$ cat config.mk
export PLATFORM = sky130hd
export DESIGN_NAME = part_74s373
export DESIGN_NICKNAME = d
export VERILOG_FILES = /design/src/rtl/part_74s373_pkg.sv /design/src/rtl/part_74s373_if.sv /design/src/rtl/part_74s373_bit.sv /design/src/rtl/part_74s373.sv
export SDC_FILE = /design/constraint.sdc
export NUM_CORES = 1
export LEC_CHECK = 0
export CAP_MARGIN = 30
export CORE_AREA = 4 4 41 43
export CTS_BUF_LIST = sky130_fd_sc_hd__clkbuf_16
export CTS_CLUSTER_DIAMETER = 150
export DETAILED_ROUTE_END_ITERATION = 7
export DIE_AREA = 0 0 45 47
export GPL_TIMING_DRIVEN = 0
export PLACE_DENSITY = 0.74
export REMOVE_ABC_BUFFERS = 1
export SLEW_MARGIN = 40
export SYNTH_ARGS = -nofsm -noshare
export SYNTH_HDL_FRONTEND = slang
export SYNTH_SLANG_ARGS = --single-unit
$ cat constraint.sdc
create_clock -name clk -period 1.9 [get_ports clk]
set_input_delay 0.57 -clock clk [delete_from_list [all_inputs] [get_ports clk]]
set_output_delay 0.57 -clock clk [all_outputs]
set_load 0.02 [all_outputs]
$ cat src/rtl/part_74s373_pkg.sv
// part_74s373_pkg: shared constants for the 74S373 octal transparent latch.
//   PART_74S373_WIDTH     - data width (eight bits, one port per bit at the top)
//   PART_74S373_RESET_VAL - value of the stored byte and outputs while reset is high
//   PART_74S373_IDLE_VAL  - value driven by disabled outputs when the
//                           PART_74S373_TRISTATE_EN macro is not defined
package part_74s373_pkg;
  localparam int PART_74S373_WIDTH = 8;
  localparam logic [PART_74S373_WIDTH-1:0] PART_74S373_RESET_VAL = 8'h00;
  localparam logic [PART_74S373_WIDTH-1:0] PART_74S373_IDLE_VAL  = 8'hFF;
endpackage

$ cat src/rtl/part_74s373_if.sv
// part_74s373_if: byte-wide bundle of the latch pins.
//   i      - data inputs, bit 0 is I0 (LSB)
//   oenb_n - output enable, active-low
//   hold_n - latch control, 1 = transparent, 0 = hold
//   o      - data outputs, bit 0 is O0 (LSB)
// There is no handshake: the part is level-sensitive on hold_n/oenb_n and
// samples i on every rising clk edge at which hold_n is 1.
// master drives the inputs and observes o; slave is the latch side.
interface part_74s373_if;
  import part_74s373_pkg::*;

  logic [PART_74S373_WIDTH-1:0] i;
  logic                         oenb_n;
  logic                         hold_n;
  logic [PART_74S373_WIDTH-1:0] o;

  modport master (output i, output oenb_n, output hold_n, input  o);
  modport slave  (input  i, input  oenb_n, input  hold_n, output o);
endinterface

$ cat src/rtl/part_74s373_bit.sv
// part_74s373_bit: one bit of the octal latch.
//   clk    - system clock, stored bit updates on the rising edge
//   reset  - asynchronous active-high reset, clears the stored bit and output
//   oenb_n - output enable, active-low
//   hold_n - 1 = transparent (output follows d_i), 0 = output shows stored bit
//   d_i    - data input bit
//   o      - data output bit
// Build option PART_74S373_TRISTATE_EN: disabled output floats (1'bz);
// otherwise the disabled output drives IDLE_BIT.
module part_74s373_bit
  import part_74s373_pkg::*;
#(
  parameter logic RESET_BIT = 1'b0,
  parameter logic IDLE_BIT  = 1'b1
) (
  input  logic clk,
  input  logic reset,
  input  logic oenb_n,
  input  logic hold_n,
  input  logic d_i,
  output logic o
);

  logic q_q;
  logic q_d;
  logic d_sel;

  // Capture while transparent, otherwise keep the stored bit.
  always_comb begin
    q_d = q_q;
    if (hold_n) q_d = d_i;
  end

  always_ff @(posedge clk or posedge reset) begin
    if (reset) q_q <= RESET_BIT;
    else       q_q <= q_d;
  end

  // Reset overrides transparency so the outputs are defined during reset
  // even while hold_n is high. X/Z on d_i passes straight through.
  always_comb begin
    d_sel = hold_n ? d_i : q_q;
    if (reset) d_sel = RESET_BIT;
  end

  // oenb_n only gates the driver; it never touches the stored bit.
`ifdef PART_74S373_TRISTATE_EN
  assign o = oenb_n ? 1'bz : d_sel;
`else
  assign o = oenb_n ? IDLE_BIT : d_sel;
`endif

endmodule

$ cat src/rtl/part_74s373.sv
// part_74s373: octal transparent latch with three-state outputs (74S373).
//   clk        - system clock, stored byte updates on the rising edge
//   reset      - asynchronous active-high reset, stored byte and outputs to 0
//   OENB_N     - output enable, active-low (1 = outputs disabled)
//   HOLD_N     - latch control (1 = transparent, 0 = hold)
//   I0..I7     - data inputs, I0 is the LSB
//   O0..O7     - data outputs, O0 is the LSB
// Build option PART_74S373_TRISTATE_EN: disabled outputs are 1'bz; when not
// defined they drive 8'hFF to emulate a pulled-up bus.
// This level only packs the pins into a byte bus and fans out to eight cells.
module part_74s373
  import part_74s373_pkg::*;
(
  input  logic clk,
  input  logic reset,
  input  logic OENB_N,
  input  logic HOLD_N,
  input  logic I0,
  input  logic I1,
  input  logic I2,
  input  logic I3,
  input  logic I4,
  input  logic I5,
  input  logic I6,
  input  logic I7,
  output logic O0,
  output logic O1,
  output logic O2,
  output logic O3,
  output logic O4,
  output logic O5,
  output logic O6,
  output logic O7
);

  part_74s373_if bus_if ();

  logic [PART_74S373_WIDTH-1:0] o_vec;

  assign bus_if.i      = {I7, I6, I5, I4, I3, I2, I1, I0};
  assign bus_if.oenb_n = OENB_N;
  assign bus_if.hold_n = HOLD_N;
  assign bus_if.o      = o_vec;

  for (genvar k = 0; k < PART_74S373_WIDTH; k++) begin : g_bit
    part_74s373_bit #(
      .RESET_BIT (PART_74S373_RESET_VAL[k]),
      .IDLE_BIT  (PART_74S373_IDLE_VAL[k])
    ) u_bit (
      .clk    (clk),
      .reset  (reset),
      .oenb_n (bus_if.oenb_n),
      .hold_n (bus_if.hold_n),
      .d_i    (bus_if.i[k]),
      .o      (o_vec[k])
    );
  end

  assign {O7, O6, O5, O4, O3, O2, O1, O0} = bus_if.o;

endmodule

==> summary.md <==
| Metric | Value |
|---|---|
| Share of cells above drive strength 1 | `51.0%` |
| Clock Path Buffers | `2` |
| Final min period | `1.87 ns` |
| Share of total power in the clock network | `about half` |
| Largest net degree at the start of global routing | `9` |
| Final setup violation count | `0` |
| Status | `finished clean` |
| WP data arrival | `1.30 ns` |
| Die area | `2120 µm²` |
| Setup Skew | `0 ns` |
| Pwr Density | `945 nW/µm²` |
| HPWL after DPL | `598 µm` |
| Routed len/inst | `13.2 µm` |
| Register area share after synthesis | `50.2%` |
| Min Hold Slack | `about 0.47 ns` |
| IO Count | `20` |
| Vias in the first global route | `318` |
| First-pass GRT wire length | `roughly 1300 µm` |
| # H-tree levels | `1` |
| Port buffer count | `19` |
| DR vias/cell | `4.55` |
| Fmax | `535 MHz` |
| Die Wd | `45 µm` |
| Worst vdd ir | `0.653 mV` |
| DRT iter0 DRCs | `1` |
| CP max FO | `2` |
| Clk root buf | `clkbuf_16` |
| RePlAce Congestion | `between 0.6 and 0.7` |
| Pint | `537 µW` |
| Hold crit path type | `in2async` |
| Max-slew violations | `0` |
| Reg clk slew, reported paths | `0.04 ns` |
| Finished Layout Cells | `66` |
| GRT Util Overall | `8.86%` |
| Worst-Skew Late Latency | `0.23 ns` |
| Slew @ Worst Pin | `around 0.29 ns` |
| FF+latch count, synth | `8` |
| Max-Cap Viols | `0` |
| Max FFs per register | `8` |
| Syn Inst Count | `27` |
| Commonest cells after routing, fill and taps aside | `mux2_4, a21o_1, dfrtp_1, clkdlybuf4s15_1, buf_6` |
| DRC | `0` |
| Leakage | `approximately 0.00037 µW` |
| Initial Utilization | `between 30% and 40%` |
| DRT Wirelength | `869 µm` |
| CORE AREA | `between 1000 and 1500 µm²` |
| Sw frac | `20.4%` |
| Sw Pwr | `137 µW` |
| Seq pwr share | `28.6%` |
| Largest regs | `g_bit.u_bit.q_q (8)` |
| Vias | `300` |
| Period utilization | `between 90% and 100%` |
| Endpoint type of the worst setup path | `output pin` |
| Req. time, crit path | `~1.3 ns` |
| Mapped Area | `399 µm²` |
| Syn_area_per_cell | `14.8 µm²` |
| # fillers | `115` |
| Initial antenna violation count | `0` |
| Layout area overhead | `79.0%` |
| Number of synthesis warnings | `0` |
| Dpl cells | `just under 60` |
| Unrepaired setup endpoints after global routing | `false` |
| Comb pwr share | `19.7%` |
| Crit path kind | `in2out` |
| Diodes inserted | `0` |
| Antenna-violating nets left | `0` |
| Distinct cell type count after synthesis | `6` |
| Sink Count | `8` |
| Nets | `65` |
| Reg with most FFs | `g_bit.u_bit.q_q` |
| First-pass detailed-route iteration total | `2` |
| Total gr overflow | `0` |
| Num rows | `13` |
| Final Hold Viols | `0` |
| Die height | `47 µm` |
| Startpoint Class | `primary input` |
| CTS Buf Count | `3` |
| CTS tree | `yes` |
| Slew headroom | `81.0%` |
[path summary, 6_finish.rpt]
| path | start | to | slack, ns | cells after the start |
|---|---|---|---|---|
| max in group asynchronous | reset | g_bit[0].u_bit.q_q | 1.28 | 3 |
| min in group clk | g_bit[3].u_bit.q_q | g_bit[3].u_bit.q_q | 0.49 | 1 |
| worst min register to register | g_bit[3].u_bit.q_q | g_bit[3].u_bit.q_q | 0.49 | 1 |
| worst max-delay path | I2 | O2 | 0.03 | 4 |
| worst max register to register | g_bit[5].u_bit.q_q | g_bit[5].u_bit.q_q | 1.15 | 1 |
| worst min-delay path | reset | g_bit[1].u_bit.q_q | 0.47 | 3 |
[layer usage]
layer / global-route usage, % / part of all wire, %
met1: 10.3 / 41
met2: 15.5 / 56
met3: 1.15 / 2.9
met4: 5.26 / 0
met5: 0 / 0
[cells in the mapped netlist, drive strengths merged]
cell | number | area share, %
a21o | 8 | 15
mux2 | 8 | 30
clkinv | 1 | 0.94
dfrtp | 8 | 50
buf | 2 | 3.8
[worst max-delay path: stages]
cell             delay (ns)
clkdlybuf4s15_1        0.16
mux2_4                 0.26
a21o_1                 0.17
buf_6                  0.13
[through the flow]
step	util (%)	setup slack [ns]	instance area [µm²]	TNS, ns	power, µW
finish	54.9	0.0294	714	0	675
global route	54.9	0.00438	714	0	693
CTS	54.8	0.0161	713	0	678
detailed placement	45.6	-1.12	593	-8.86	319
global placement	45.6	-1.10	593	-8.76	318
floorplan	-	0.137	384	0	258
[power groups by stage]
| stage | combinational, µW | sequential (µW) | clock [µW] |
|---|---|---|---|
| after floorplan | 64.7 | 193 | 0 |
| after global placement | 124 | 194 | 0 |
| after detailed placement | 124 | 195 | 0 |
| after CTS | 133 | 193 | 352 |
| after global routing | 141 | 195 | 357 |
| final | 133 | 193 | 349 |
[final cells by class]
type                    instances  area, µm²  share of cell area [%]
inverters                       1       8.76                    1.23
clock buffers                   3       75.1                    10.5
repair inverters                1       5.00                   0.701
well taps                      15       18.8                    2.63
multi-input cells              16        180                    25.2
repair buffers                 22        226                    31.7
flip-flops and latches          8        200                    28.0
[timing repair]
action | 4_1_cts | 5_1_grt
pin swaps | 8 | 0
endpoints found under the setup margin | 8 | 4
cloned | 1 | 0
hold buffers | 0 | 0
gates resized for setup | 76 | 3
buffers inserted | 3 | 0
[kinds of logic (layout without fill, tap and decap cells)]
logic type,count (synthesis),in the layout,share of synthesized area (%)
compound gates,8,8,15.0
mux,8,8,30.1
flops,8,8,50.2
buf+inv,3,27,4.70
No activity file was read; power rests on OpenSTA's default activity.
